[config.mk]
export PLATFORM = sky130hd
export DESIGN_NAME = rf_writeback_queue
export DESIGN_NICKNAME = d
export VERILOG_FILES = /design/src/rtl/rf_writeback_queue.sv
export SDC_FILE = /design/constraint.sdc
export NUM_CORES = 1
export LEC_CHECK = 0
export ABC_AREA = 0
export BUFFER_PORTS_ARGS = -buffer_cell sky130_fd_sc_hd__buf_2
export CORE_UTILIZATION = 54
export CTS_CLUSTER_DIAMETER = 40
export DETAILED_ROUTE_END_ITERATION = 12
export HOLD_SLACK_MARGIN = 0.12
export PLACE_DENSITY = 0.86
export SYNTH_ARGS = -nofsm -noshare
export SYNTH_HDL_FRONTEND = slang
export SYNTH_SLANG_ARGS = --single-unit
[constraint.sdc]
create_clock -name clk -period 4.1 [get_ports clk]
set_clock_uncertainty 0.2 [all_clocks]
set_input_delay 0.41 -clock clk [delete_from_list [all_inputs] [get_ports clk]]
set_output_delay 0.41 -clock clk [all_outputs]
set_load 0.02 [all_outputs]
[src/rtl/rf_writeback_queue.sv]
// In-order write-back queue feeding the Reg32x32 write port,
// with a youngest-first hazard/forwarding lookup for decode.
module rf_writeback_queue #(
    parameter int XLEN  = 32,
    parameter int AW    = 5,
    parameter int DEPTH = 4
) (
    input  logic                     clk,
    input  logic                     rst,
    input  logic                     in_valid,
    output logic                     in_ready,
    input  logic [AW-1:0]            in_rd,
    input  logic [XLEN-1:0]          in_data,
    input  logic                     drain_en,
    input  logic                     flush,
    output logic                     rd_we,
    output logic [AW-1:0]            rd_addr,
    output logic [XLEN-1:0]          rd_wdata,
    input  logic [AW-1:0]            chk_addr,
    output logic                     chk_hit,
    output logic [XLEN-1:0]          chk_data,
    output logic [$clog2(DEPTH):0]   count
);

    localparam int PW = $clog2(DEPTH);
    localparam logic [PW:0] FULL_CNT = (PW+1)'(DEPTH);

    typedef enum logic [1:0] {
        EMPTY,
        ACTIVE,
        FULL
    } state_t;

    state_t            state;
    logic [AW-1:0]     rd_q   [DEPTH];
    logic [XLEN-1:0]   data_q [DEPTH];
    logic [DEPTH-1:0]  valid;
    logic [PW-1:0]     wr_ptr;
    logic [PW-1:0]     rd_ptr;
    logic [PW-1:0]     idx;
    logic [PW:0]       cnt_nxt;
    logic              store;
    logic              pop;

    always_comb begin
        in_ready = rst | ((state != FULL) & ~flush);
        rd_we    = ~rst & (state != EMPTY) & drain_en & ~flush;
        rd_addr  = rd_we ? rd_q[rd_ptr] : '0;
        rd_wdata = rd_we ? data_q[rd_ptr] : '0;
        pop      = rd_we;
        // x0 writes are accepted from the producer but never stored
        store    = in_valid & in_ready & ~rst & (in_rd != '0);
        cnt_nxt  = count + (PW+1)'(store) - (PW+1)'(pop);
    end

    always_ff @(posedge clk or posedge rst) begin
        if (rst) begin
            wr_ptr <= '0;
            rd_ptr <= '0;
            count  <= '0;
            valid  <= '0;
            state  <= EMPTY;
        end else if (flush) begin
            rd_ptr <= wr_ptr;
            count  <= '0;
            valid  <= '0;
            state  <= EMPTY;
        end else begin
            if (store) begin
                valid[wr_ptr] <= 1'b1;
                wr_ptr        <= wr_ptr + 1'b1;
            end
            if (pop) begin
                valid[rd_ptr] <= 1'b0;
                rd_ptr        <= rd_ptr + 1'b1;
            end
            count <= cnt_nxt;
            if (cnt_nxt == '0)
                state <= EMPTY;
            else if (cnt_nxt == FULL_CNT)
                state <= FULL;
            else
                state <= ACTIVE;
        end
    end

    always_ff @(posedge clk) begin
        if (store) begin
            rd_q[wr_ptr]   <= in_rd;
            data_q[wr_ptr] <= in_data;
        end
    end

    // Walk oldest to youngest so the youngest match overwrites older ones
    always_comb begin
        chk_hit  = 1'b0;
        chk_data = '0;
        idx      = '0;
        for (int i = 0; i < DEPTH; i++) begin
            idx = rd_ptr + PW'(i);
            if (valid[idx] && rd_q[idx] == chk_addr) begin
                chk_hit  = 1'b1;
                chk_data = data_q[idx];
            end
        end
        if (rst || chk_addr == '0) begin
            chk_hit  = 1'b0;
            chk_data = '0;
        end
    end

endmodule

==> After elaboration in Yosys (flattened, before gate mapping) <==
Memory sizes are Yosys's and may differ from the RTL's.
Index checks and enable logic that the tools add are counted.
{ "word_totals": {"ram_bits": 148, "output_inout_bits": 75, "input_bits": 47, "reg_bits": 13, "wordCells": 88, "memories": 2} }
{ "op_classes": {"n_eq_ne": 6, "n_lt_le_gt_ge": 7, "reduce_logical": 13, "addsub": 6, "n_bitwise": 13, "mux": 36} }
{ "mem_list": {"columns": ["memory", "depth", "word_bits", "rd", "rd_ports_with_merged_regs", "write_ports", "line_no", "rtl"], "rows": [
  ["data_q", 4, 32, 4, 0, 1, "36", "logic [XLEN-1:0] data_q [DEPTH];"],
  ["rd_q", 4, 5, 4, 0, 1, "35", "logic [AW-1:0] rd_q [DEPTH];"]
]} }
{ "op_table": {"columns": ["op", "count"], "rows": [
  ["32-bit 2-to-1 mux", 6],
  ["5-bit == test", 4],
  ["4-bit 2-to-1 mux", 4],
  ["2-bit by 3-bit < comparator with 1-bit output, second input constant", 5],
  ["1-bit 2-to-1 mux", 13],
  ["2-bit 2-to-1 mux", 5],
  ["1-bit binary-select mux with 2-bit select", 4],
  ["1-bit AND", 7],
  ["1-bit logical AND", 6],
  ["5-bit logical NOT", 1],
  ["5-bit 2-to-1 mux", 1],
  ["5-bit nonzero test", 1],
  ["2-bit by 1-bit adder with 2-bit output, second input constant", 2],
  ["2-bit adder, second input constant", 2],
  ["4-bit AND", 1],
  ["1-bit demux with 2-bit select", 2],
  ["2-bit by 1-bit >= comparator with 1-bit output, second input constant", 2],
  ["4-bit NOT", 1],
  ["4-bit OR", 1],
  ["2-bit nonzero test", 2],
  ["3-bit by 1-bit adder with 3-bit output", 1],
  ["3-bit == test, second input constant", 1],
  ["3-bit logical NOT", 1],
  ["3-bit 2-to-1 mux", 1],
  ["6 further kinds", 7]
]} }

==> Logic depth before layout (Yosys ltp) <==
Gate-level depths: netlist (run 1).
{ "logic_depth": {"depth_word": 12, "depth_mapped": 17, "depth_no_buf": 12} }

==> Worst setup path before layout (run 1) <==
OpenSTA, ideal clock, no wires.
{ "synth_path": {"path_type": "register -> output", "startpoint": "register rd_ptr[1]", "endpoint": "output chk_data[23]", "path_buffers": 7, "path_stages_with_launch": 17, "arrival_time_ns": 3.873, "t_required_ns": 3.490, "setup_slack_ns": -0.383, "cell_sequence": "dfrtp_1 > buf_2 > buf_4 > buf_1 > clkbuf_1 > inv_1 > ha_1 > buf_6 > buf_6 > mux2i_1 > xnor2_1 > o32ai_1 > nand3_1 > clkbuf_1 > nor2_1 > a211oi_1 > o31ai_1"} }
{ "synth_between": {"elab_chain_len": 8} }
{ "synth_lines": {"columns": ["element", "line_no", "rtl"], "rows": [
  ["start, declared", "39", "logic [PW-1:0] rd_ptr;"],
  ["start signal, assigned", "64", "rd_ptr <= wr_ptr;"],
  ["start signal, assigned", "75", "rd_ptr <= rd_ptr + 1'b1;"],
  ["2-bit by 1-bit adder with 2-bit output, or another cell as far along", "100", "idx = rd_ptr + PW'(i);"],
  ["memory 4 x 5 bit, or another cell as far along", null, null],
  ["5-bit == test, or another cell as far along", "101", "if (valid[idx] && rd_q[idx] == chk_addr) begin"],
  ["1-bit logical AND / 32-bit 2-to-1 mux (equally long branches)", "101", null],
  ["32-bit 2-to-1 mux (2 in a row)", "101", null],
  ["32-bit 2-to-1 mux *", "101", null],
  ["32-bit 2-to-1 mux *", "106", "if (rst || chk_addr == '0) begin"],
  ["end, declared", "21", "output logic [XLEN-1:0] chk_data,"]
]} }
Mark *: on every way between the ends. The rest lies on a longest branch, timed or not. The select of a mux whose other input is x is not followed.

==> Worst setup path in the final report (run 1) <==
{ "layout_path": {"startpoint": "register rd_ptr[1]", "endpoint": "output chk_data[18]"} }
Same word-level chain as after synthesis.

==> summary.md, run 1 <==
| Metric | Value |
|---|---|
| Critical path start-end classification | `reg -> out` |
| Routed Antenna Nets | `0` |
| Family with the most delay on the worst path | `buffers and inverters` |
| GRT Resource Usage Total | `0.281` |
| Count of different cell masters after synthesis | `47` |
| Endpoints failing hold | `0` |
| Fraction of synthesized cell area taken by the top area cell type | `0.402` |
| Peak supply drop | `0.533 mV` |
| Required arrival time at the worst endpoint | `3490 ps` |
| Master cell of the clock root buffer | `sky130_fd_sc_hd__clkbuf_16` |
| DR vias | `8,010` |
| Smallest hold slack | `150 ps` |
| Top-Level Pins | `122` |
| DRC violation count after routing | `0` |
| Skew-Pair Late Insertion Delay | `430 ps` |
| Cell area after layout | `13,400 um2` |
| Final setup violation count | `0` |
| Area occupied by registers | `4780 um2` |
| Yosys reg bits | `161` |
| Synthesized instance count | `774` |
| Total power per unit cell area | `546 nW/um2` |
| Category of the worst setup path launch point | `flop` |
| Post-synth design cell area | `11,000 um2` |
| Half-perimeter wire length of the detailed placement result | `17,900 um` |
| Count of inserted antenna diode cells | `0` |
| Initial DRT Pass Iterations | `6` |
| GP Congestion | `0.842` |
| Largest net degree at the start of global routing | `84` |
| Leak Pwr | `4.66 nW` |
| DRT iter0 DRCs | `709` |
| Max cap viols | `0` |
| Crit path buffers/inverters | `5` |
| Multi-input gate area | `6170 um2` |
| Class of the most critical hold timing path | `in -> reg` |
| Sequential area share after synthesis | `0.432` |
| Area added between synthesis and finish | `21.5%` |
| Critical Path Sink Type | `primary output` |
| Arrival @ worst endpoint | `3480 ps` |
| Final Core Density | `0.679` |
| Via count of the first global-routing pass | `8,098` |
| Slowest stage cell on the critical path | `sky130_fd_sc_hd__dfrtp_4` |
| Post-Place Cells | `1,119` |
| Core Footprint | `19,800 um2` |
| Post-route insts no fill | `1,200` |
| Number of synthesized flops with an enable pin | `148` |
| Largest fanout on the critical path | `31` |
| Vias per Instance | `6.68` |
| Actual slew at the worst max-slew pin | `760 ps` |
| Hold Path Cell Cnt | `2` |
| Fraction of synthesis flops using an asynchronous set or reset pin | `0.0807` |
| Cell accounting for the most synthesized area | `sky130_fd_sc_hd__edfxtp_1` |
| Number of buffers created by CTS | `17` |
| Cell types occupying the most area after synthesis | `sky130_fd_sc_hd__edfxtp_1 40%, sky130_fd_sc_hd__mux4_2 21%, sky130_fd_sc_hd__mux2_2 6.9%, sky130_fd_sc_hd__a211oi_2 3.5%, sky130_fd_sc_hd__o31ai_2 3.4%` |
| Accumulated negative setup slack | `0 ps` |
| Yosys synthesis warning count | `0` |
| Run status | `complete, no violations` |
| Global route overflow | `0` |
| Cell type with the highest occurrence count on the critical path | `sky130_fd_sc_hd__buf_12` |
| Worst slew margin relative to its limit | `0.494` |
| Commonest cells post-synth | `148 x sky130_fd_sc_hd__edfxtp_1, 103 x sky130_fd_sc_hd__mux4_2, 74 x sky130_fd_sc_hd__nor2_1, 68 x sky130_fd_sc_hd__mux2_2, 42 x sky130_fd_sc_hd__and2_1` |
| Worst-case clock buffer depth | `2` |
| Number of pins exceeding their max-slew limit in the final report | `0` |
| Count of input and output buffers | `121` |
| Maximum single-stage delay on the critical path | `490 ps` |
| Placed inst area | `12,200 um2` |
| Number of nets in the layout | `980` |
| Path depth of the worst reg2reg path | `11` |
| Total die area | `21,000 um2` |
| Setup ws final | `14.6 ps` |
| Vertical extent of the die | `145 um` |
| Antenna violations before repair | `0` |
| Mean area per synthesized cell | `14.3 um2` |
| Final Routed Wirelength | `29,400 um` |
| Number of gates on the worst path with buffers counted | `13` |
| Number of clock sinks | `161` |
| Average wire per cell in the routed design | `24.5 um` |
| Clock tree from TritonCTS | `yes` |
| Total chip power | `7.33 mW` |
| Starting density of the core | `0.558` |
| Shortest clock period the worst path allows after layout | `4090 ps` |
| Global-route wire length before repair | `45,700 um` |
| H-tree level count | `4` |
| Die width | `145 um` |
| Series of cell instances along the critical path | `inv_1 > ha_4 > buf_12 > buf_12 > mux2i_2 > xnor2_1 > nor3_4 > nor2_2 > o21ba_4 > buf_12 > a211oi_2 > o31ai_2 > buf_4` |
| Layout cells sized above 1 | `0.480` |
| Fill cells | `1,312` |
| Register clock-pin slew on the reported worst setup and hold paths | `70 ps` |
| Final period util | `0.996` |
| Placement-stage worst setup slack | `135 ps` |
| Syn nets | `832` |
| Most used flip-flop cell after synthesis | `sky130_fd_sc_hd__edfxtp_1` |
| Std cell rows | `51` |
| Most instantiated library cell after synthesis | `sky130_fd_sc_hd__edfxtp_1` |
| Maximum achievable frequency | `245 MHz` |
-- cell type report --
| class | instances | area share |
|---|---|---|
| well taps | 265 | 0.0247 |
| clock buffers | 21 | 0.0328 |
| inverters | 11 | 0.00308 |
| multi-input cells | 531 | 0.460 |
| flip-flops and latches | 161 | 0.356 |
| repair buffers | 200 | 0.111 |
| clock inverters | 11 | 0.0123 |
-- metal layers --
layer	part of all wire	up-vias	track usage
li1	-	3392	-
met1	0.38	4091	0.359
met2	0.51	444	0.469
met3	0.077	83	0.0431
met4	0.037	0	0.137
met5	0	-	0
-- path summary, 6_finish.rpt --
kind | start | slack, ps | endpoint
min in group asynchronous | rst | 370 | state[0]
min reg2reg | wr_ptr[1] | 360 | rd_ptr[1]
max reg2reg | state[1] | 1360 | state[1]
min | flush | 150 | count[1]
max | rd_ptr[1] | 10 | chk_data[18]
max in group asynchronous | rst | 3130 | rd_ptr[1]
-- report_power, final --
group / switching (mW) / internal, mW
clock: 0.646 / 1.02
combinational: 1.78 / 1.88
sequential: 0.0921 / 1.91
-- state kept, by name, indices dropped and copies added (netlist names) --
register	cells
count	3
wr_ptr	2
state	2
valid	4
rd_ptr	2
data_q	128
rd_q	20
-- kinds of logic after synthesis --
group / after synthesis / synth area share
adders and majority gates: 11 / 0.0131
DFF: 161 / 0.432
buffers and inverters: 82 / 0.0394
and+or+nand+nor: 175 / 0.0734
AOI/OAI and AO/OA: 120 / 0.110
xor gates and xnor gates: 29 / 0.0230
muxes: 196 / 0.309
-- cell usage in the layout, fill, tap and decap left out, types with 29 or more instances in the layout --
cell	instances
sky130_fd_sc_hd__a211oi_2	29
sky130_fd_sc_hd__a22oi_1	32
sky130_fd_sc_hd__and2_1	37
sky130_fd_sc_hd__buf_2	120
sky130_fd_sc_hd__dlygate4sd3_1	38
sky130_fd_sc_hd__edfxtp_1	148
sky130_fd_sc_hd__mux2_2	68
sky130_fd_sc_hd__mux4_2	103
sky130_fd_sc_hd__nand2_1	38
sky130_fd_sc_hd__nor2_1	72
-- timing repair --
action,in CTS,in global routing
pin swaps,2,2
setup endpoints to repair,33,32
hold buffers,38,0
setup buffers,9,1
gates cloned,0,1
hold endpoints to repair,161,0
resized for setup,9,23
(Power assumes the default switching activity.)
==> inputs of run 2 (changes only) <==
GPL_TIMING_DRIVEN = 0   (was unset)
PLACE_DENSITY = 0.77   (was 0.86)
==> run 2 against run 1 <==
The flow now finishes with violations (negative setup slack); design area grew 9.4%; combinational power grew 21%; register-to-register slack lost 610 ps; first-iteration DRC count grew 52%; largest cell class unchanged; maximum frequency shrank 2.9%; worst hold slack gained 120 ps; power grew 9.7%; highest routed layer unchanged; cell count grew 6.8%.
==> summary.md, run 2 (same netlist as run 1, synthesis figures left out) <==
| Metric | Value |
|---|---|
| Top-Level Pins | `122` |
| Setup ws final | `-106 ps` |
| Count of input and output buffers | `116` |
| Skew-Pair Late Insertion Delay | `440 ps` |
| Routed wl met2 | `17,400 um` |
| Number of clock sinks | `161` |
| Layout cells sized above 1 | `0.536` |
| Initial DRT Pass Iterations | `5` |
| Share of power burned in the clock network | `0.198` |
| Final setup violation count | `32` |
| Placed inst area | `12,300 um2` |
| Shortest clock period the worst path allows after layout | `4210 ps` |
| GRT Resource Usage Total | `0.317` |
| DRC violation count after routing | `0` |
| DR vias | `8,638` |
| Vias per Instance | `6.74` |
| Maximum single-stage delay on the critical path | `390 ps` |
| Post-Place Cells | `1,159` |
| Crit path buffers/inverters | `9` |
| Maximum achievable frequency | `238 MHz` |
| Global route overflow | `0` |
| Number of buffers created by CTS | `17` |
| Number of nets in the layout | `1,061` |
| Top metal layer carrying routed signals | `met4` |
| Via count of the first global-routing pass | `8,660` |
| Worst slew margin relative to its limit | `0.352` |
| Max cap viols | `0` |
| Largest net degree at the start of global routing | `25` |
| Arrival @ worst endpoint | `3600 ps` |
| Cell internal pwr | `5.05 mW` |
| Starting density of the core | `0.558` |
| Category of the worst setup path launch point | `flop` |
| Worst-case clock buffer depth | `2` |
| Half-perimeter wire length of the detailed placement result | `20,200 um` |
| Global-route wire length before repair | `50,200 um` |
| Most frequent cells in the layout | `148 x sky130_fd_sc_hd__edfxtp_1, 104 x sky130_fd_sc_hd__mux4_2, 93 x sky130_fd_sc_hd__buf_2` |
| Clock tree from TritonCTS | `yes` |
| Register clock-pin slew on the reported worst setup and hold paths | `60 ps` |
| Leak Pwr | `5.14 nW` |
| Average wire per cell in the routed design | `27.0 um` |
| Vertical extent of the die | `145 um` |
| Switching fraction of total power | `0.372` |
| Most common library cell in the layout ignoring fill and taps | `sky130_fd_sc_hd__edfxtp_1` |
| Series of cell instances along the critical path | `buf_6 > buf_12 > clkinv_8 > ha_4 > buf_8 > buf_4 > buf_4 > mux2i_4 > xnor2_2 > nor3_4 > buf_4 > nor2_4 > o21ba_4 > buf_12 > a211oi_4 > o31ai_4 > buf_6` |
| Register with the most flip-flops | `data_q` |
| Count of inserted antenna diode cells | `0` |
| Die width | `145 um` |
| Smallest hold slack | `266 ps` |
| Total power per unit cell area | `547 nW/um2` |
| Post-route insts no fill | `1,281` |
| H-tree level count | `4` |
| Final Core Density | `0.742` |
| Number of flip-flops under the largest register name | `128` |
| Std cell rows | `51` |
| Peak supply drop | `0.385 mV` |
| Final Routed Wirelength | `34,600 um` |
| Run status | `finished, violations left` |
| DRT iter0 DRCs | `1,079` |
| Cell area after layout | `14,700 um2` |
| Sequential group share of total power | `0.249` |
| Comb pwr share | `0.553` |
| Core Footprint | `19,800 um2` |
| Total die area | `21,000 um2` |
| Number of pins exceeding their max-slew limit in the final report | `0` |
| Master cell of the clock root buffer | `sky130_fd_sc_hd__clkbuf_16` |
| Largest regs | `data_q: 128 flops, rd_q: 20 flops, valid: 4 flops` |
| Placement-stage worst setup slack | `-1520 ps` |
| GP Congestion | `0.837` |
| Routed Antenna Nets | `0` |
| Area added between synthesis and finish | `32.9%` |
| Met1 Routed Length | `12,900 um` |
| Antenna violations before repair | `0` |
| Required arrival time at the worst endpoint | `3490 ps` |
| Critical Path Sink Type | `primary output` |
| Cell type with the highest occurrence count on the critical path | `sky130_fd_sc_hd__buf_4` |
| Accumulated negative setup slack | `-1210 ps` |
| Violated checks | `negative setup slack` |
| Endpoints failing hold | `0` |
| Final period util | `1.03` |
| RSZ-0062 raised after global routing | `yes` |
| Actual slew at the worst max-slew pin | `973 ps` |
| Class of the most critical hold timing path | `in -> reg` |
| Amount of wire on met3 after detailed routing | `3080 um` |
| Largest fanout on the critical path | `10` |
| Critical path start-end classification | `reg -> out` |
| Total chip power | `8.04 mW` |
| Slowest stage cell on the critical path | `sky130_fd_sc_hd__dfrtp_1` |
| Family with the most delay on the worst path | `buffers and inverters` |
| NetSw | `2.99 mW` |
## run 2: worst reg2reg max path, stage by stage (launching register included)
cell and delay, ps:
sky130_fd_sc_hd__dfrtp_1 360, sky130_fd_sc_hd__o211a_1 170, sky130_fd_sc_hd__clkbuf_1 310, sky130_fd_sc_hd__nor2b_1 220, sky130_fd_sc_hd__clkbuf_1 590, sky130_fd_sc_hd__ha_1 360, sky130_fd_sc_hd__inv_1 60, sky130_fd_sc_hd__ha_1 130
sky130_fd_sc_hd__inv_1 50, sky130_fd_sc_hd__fa_1 390, sky130_fd_sc_hd__xnor2_1 160, sky130_fd_sc_hd__nor2_1 70, sky130_fd_sc_hd__and3_1 180
## run 2: final timing paths
kind	start	end	slack [ps]	cells after the start
min reg2reg	wr_ptr[0]	rd_ptr[0]	390	2
max	rd_ptr[0]	chk_data[11]	-110	17
max reg2reg	state[0]	state[1]	750	12
min in group asynchronous	rst	wr_ptr[1]	500	3
max in group asynchronous	rst	rd_ptr[1]	2760	3
min	in_valid	wr_ptr[0]	270	3
## run 2: metal layers
| metal | vias up | track usage |
|---|---|---|
| li1 | 3550 | - |
| met1 | 4413 | 0.414 |
| met2 | 565 | 0.528 |
| met3 | 110 | 0.0525 |
| met4 | 0 | 0.126 |
| met5 | - | 0 |
## run 2: power groups by stage
stage               registers (mW)  logic, mW  clock network (mW)
floorplan                     2.00       2.77                   0
global placement              2.02       3.49                   0
detailed placement            2.02       3.55                   0
CTS                           1.98       4.00                1.57
global route                  2.01       4.62                1.65
finish                        2.00       4.44                1.59
## run 2: final cells by class
cell class	instances	area, um2
timing repair buffer	217	1860
multi-input combinational	531	6570
clock buffer	25	508
tap	265	332
buffer	64	499
inverter	11	61.3
sequential	161	4770
clock inverter	7	73.8
fill	1182	5100
## run 2: what timing repair did
item	CTS	global route
endpoints found under the hold margin	163	0
setup buffers	28	27
hold buffers	39	0
setup endpoints to repair	34	33
pin swaps	37	26
gates cloned	5	1
gates resized for setup	184	82
==> inputs of run 3 (changes only) <==
REMOVE_ABC_BUFFERS = 1   (was unset)
==> run 3 against run 2 <==
The flow still finishes with violations (negative setup slack); cell count shrank 4.2%; register-to-register slack gained 570 ps; utilization shrank 3.6 points; power shrank 3.9%; via count shrank 4.6%; routed wire length shrank 9.5%; non-clock buffer count shrank 60; flip-flop and latch count is the same.
==> summary.md, run 3 (same netlist as run 1, synthesis figures left out) <==
| Metric | Value |
|---|---|
| Multi-input gate area | `6130 um2` |
| Cell area after layout | `14,000 um2` |
| Leak Pwr | `4.98 nW` |
| Antenna violations before repair | `1` |
| Class of the most critical hold timing path | `in -> reg` |
| Comb pwr share | `0.530` |
| Register clock-pin slew on the reported worst setup and hold paths | `60 ps` |
| Total power per unit cell area | `553 nW/um2` |
| Max cap viols | `0` |
| Crit path buffers/inverters | `7` |
| Half-perimeter wire length of the detailed placement result | `16,600 um` |
| Series of cell instances along the critical path | `buf_16 > inv_2 > ha_4 > buf_6 > buf_4 > mux2i_1 > a2bb2oi_1 > mux2i_1 > a211oi_4 > buf_6 > nand2b_4 > buf_12 > o31ai_2 > buf_4` |
| Number of pins exceeding their max-slew limit in the final report | `0` |
| Skew-Pair Late Insertion Delay | `430 ps` |
| GRT Resource Usage Total | `0.294` |
| Global-route wire length before repair | `46,600 um` |
| RSZ-0062 raised after global routing | `yes` |
| Switching fraction of total power | `0.339` |
| Setup slack of the most critical reg-to-reg path | `1320 ps` |
| Routed Antenna Nets | `0` |
| Number of clock sinks | `161` |
| Setup ws final | `-55.1 ps` |
| NetSw | `2.61 mW` |
| R2r endpoint | `state[1]` |
| Vertical extent of the die | `145 um` |
| Count of input and output buffers | `121` |
| Setup crit start | `rd_ptr[1]` |
| Std cell rows | `51` |
| Actual slew at the worst max-slew pin | `1240 ps` |
| Die width | `145 um` |
| DR vias | `8,243` |
| Total die area | `21,000 um2` |
| Fill cells | `1,245` |
| Slowest stage cell on the critical path | `sky130_fd_sc_hd__dfrtp_4` |
| H-tree level count | `4` |
| Initial DRT Pass Iterations | `5` |
| Most frequent cells in the layout | `148 x sky130_fd_sc_hd__edfxtp_1, 105 x sky130_fd_sc_hd__buf_2, 103 x sky130_fd_sc_hd__mux4_2` |
| Master cell of the clock root buffer | `sky130_fd_sc_hd__clkbuf_16` |
| Global route overflow | `0` |
| Smallest hold slack | `162 ps` |
| Beginning of the worst register-to-register path | `state[0]` |
| Required arrival time at the worst endpoint | `3490 ps` |
| Final Routed Wirelength | `31,300 um` |
| Final setup violation count | `28` |
| GP Congestion | `0.789` |
| Area occupied by registers | `4780 um2` |
| Via count of the first global-routing pass | `8,251` |
| Critical Path Sink Type | `primary output` |
| Shortest clock period the worst path allows after layout | `4160 ps` |
| Largest regs | `data_q: 128 flops, rd_q: 20 flops, valid: 4 flops` |
| Average wire per cell in the routed design | `25.5 um` |
| Top-Level Pins | `122` |
| Run status | `finished, violations left` |
| Arrival @ worst endpoint | `3550 ps` |
| Violated checks | `negative setup slack` |
| Register with the most flip-flops | `data_q` |
| Accumulated negative setup slack | `-623 ps` |
| Hold Path Cell Cnt | `2` |
| Starting density of the core | `0.558` |
| DRC violation count after routing | `0` |
| Placed inst area | `12,000 um2` |
| Core Footprint | `19,800 um2` |
| Clock tree from TritonCTS | `yes` |
| Most common library cell in the layout ignoring fill and taps | `sky130_fd_sc_hd__edfxtp_1` |
| Critical path start-end classification | `reg -> out` |
| Family with the most delay on the worst path | `buffers and inverters` |
| Largest net degree at the start of global routing | `78` |
| DRT iter0 DRCs | `797` |
| Largest fanout on the critical path | `8` |
| Final period util | `1.01` |
| Sequential group share of total power | `0.260` |
| Area added between synthesis and finish | `26.4%` |
| Endpoints failing hold | `0` |
| Post-route insts no fill | `1,227` |
| Min-Delay Endpoint | `count[1]` |
| Number of buffers created by CTS | `17` |
| Hold Path Origin | `flush` |
| Cell internal pwr | `5.11 mW` |
| Layout cells sized above 1 | `0.502` |
| Vias per Instance | `6.72` |
| Number of flip-flops under the largest register name | `128` |
| Maximum achievable frequency | `241 MHz` |
| Category of the worst setup path launch point | `flop` |
| Number of nets in the layout | `1,005` |
| Post-Place Cells | `1,107` |
| Share of power burned in the clock network | `0.210` |
| Worst slew margin relative to its limit | `0.170` |
| Maximum single-stage delay on the critical path | `520 ps` |
| Worst-case clock buffer depth | `2` |
| Path depth of the worst reg2reg path | `10` |
| Peak supply drop | `0.477 mV` |
[run 3: changes by cell type in the layout (fill, tap and decap cells not counted), sizes merged]
cell / before / now
and2: 42 / 45
buf: 204 / 176
bufbuf: 0 / 6
bufinv: 1 / 4
clkbuf: 62 / 19
clkdlybuf4s15: 1 / 0
clkinv: 3 / 10
clkinvlp: 4 / 0
diode: 0 / 2
dlygate4sd3: 39 / 38
inv: 10 / 11
o21ba: 1 / 2
[run 3: cell type report]
class,count,share of cell area
multi-input cells,535,0.439
flip-flops and latches,161,0.342
repair buffers,221,0.148
clock buffers,18,0.0307
well taps,265,0.0237
clock inverters,14,0.0120
inverters,11,0.00385
diodes,2,0.000358
[run 3: power by group through the flow]
stage                     logic (mW)  clock network [mW]  registers [mW]
final                           4.09                1.62            2.00
after global routing            4.30                1.69            2.01
after CTS                       3.92                1.62            2.00
after detailed placement        3.27                   0            2.12
after global placement          2.79                   0            2.39
after floorplan                 2.64                   0            2.28
[run 3: how the worst max path moves through the flow]
| stage | to | slack, ps | cells after the start |
|---|---|---|---|
| after floorplan | chk_data[23] | -8580 | 9 |
| after global placement | chk_data[23] | -13830 | 10 |
| after detailed placement | chk_data[29] | -2030 | 11 |
| after CTS | chk_data[2] | 1 | 13 |
| after global routing | chk_data[19] | -110 | 14 |
| final | chk_data[24] | -60 | 14 |
[run 3: through the flow]
| stage | util | setup WS (ps) | total power [mW] |
|---|---|---|---|
| after CTS | 0.692 | 1.24 | 7.53 |
| after global placement | 0.586 | -13830 | 5.18 |
| after detailed placement | 0.608 | -2030 | 5.39 |
| after floorplan | - | -8580 | 4.92 |
| final | 0.706 | -55.1 | 7.72 |
| after global routing | 0.706 | -107 | 8.00 |
[run 3: metal layers]
layer / vias to the layer above / part of all wire / GRT usage
met5: - / 0 / 0
met4: 0 / 0.037 / 0.151
met3: 99 / 0.093 / 0.0522
met2: 522 / 0.50 / 0.496
met1: 4169 / 0.37 / 0.365
li1: 3453 / - / -
[run 3: worst register-to-register path, cell delays in order (launching register included)]
cell and delay, ps:
sky130_fd_sc_hd__dfrtp_1 350, sky130_fd_sc_hd__o211a_1 380, sky130_fd_sc_hd__nor2b_4 370, sky130_fd_sc_hd__ha_1 290
sky130_fd_sc_hd__inv_1 70, sky130_fd_sc_hd__ha_1 140, sky130_fd_sc_hd__inv_1 50, sky130_fd_sc_hd__fa_1 410
sky130_fd_sc_hd__xnor2_1 160, sky130_fd_sc_hd__nor2_1 70, sky130_fd_sc_hd__and3_1 190
[run 3: what timing repair did]
action                                 4_1_cts  5_1_grt
gates cloned                                 9        3
gates resized for setup                     26       46
hold buffers                                38        0
setup buffers                               30        6
setup endpoints to repair                   33       32
endpoints found under the hold margin      161        0
pin swaps                                   11       11
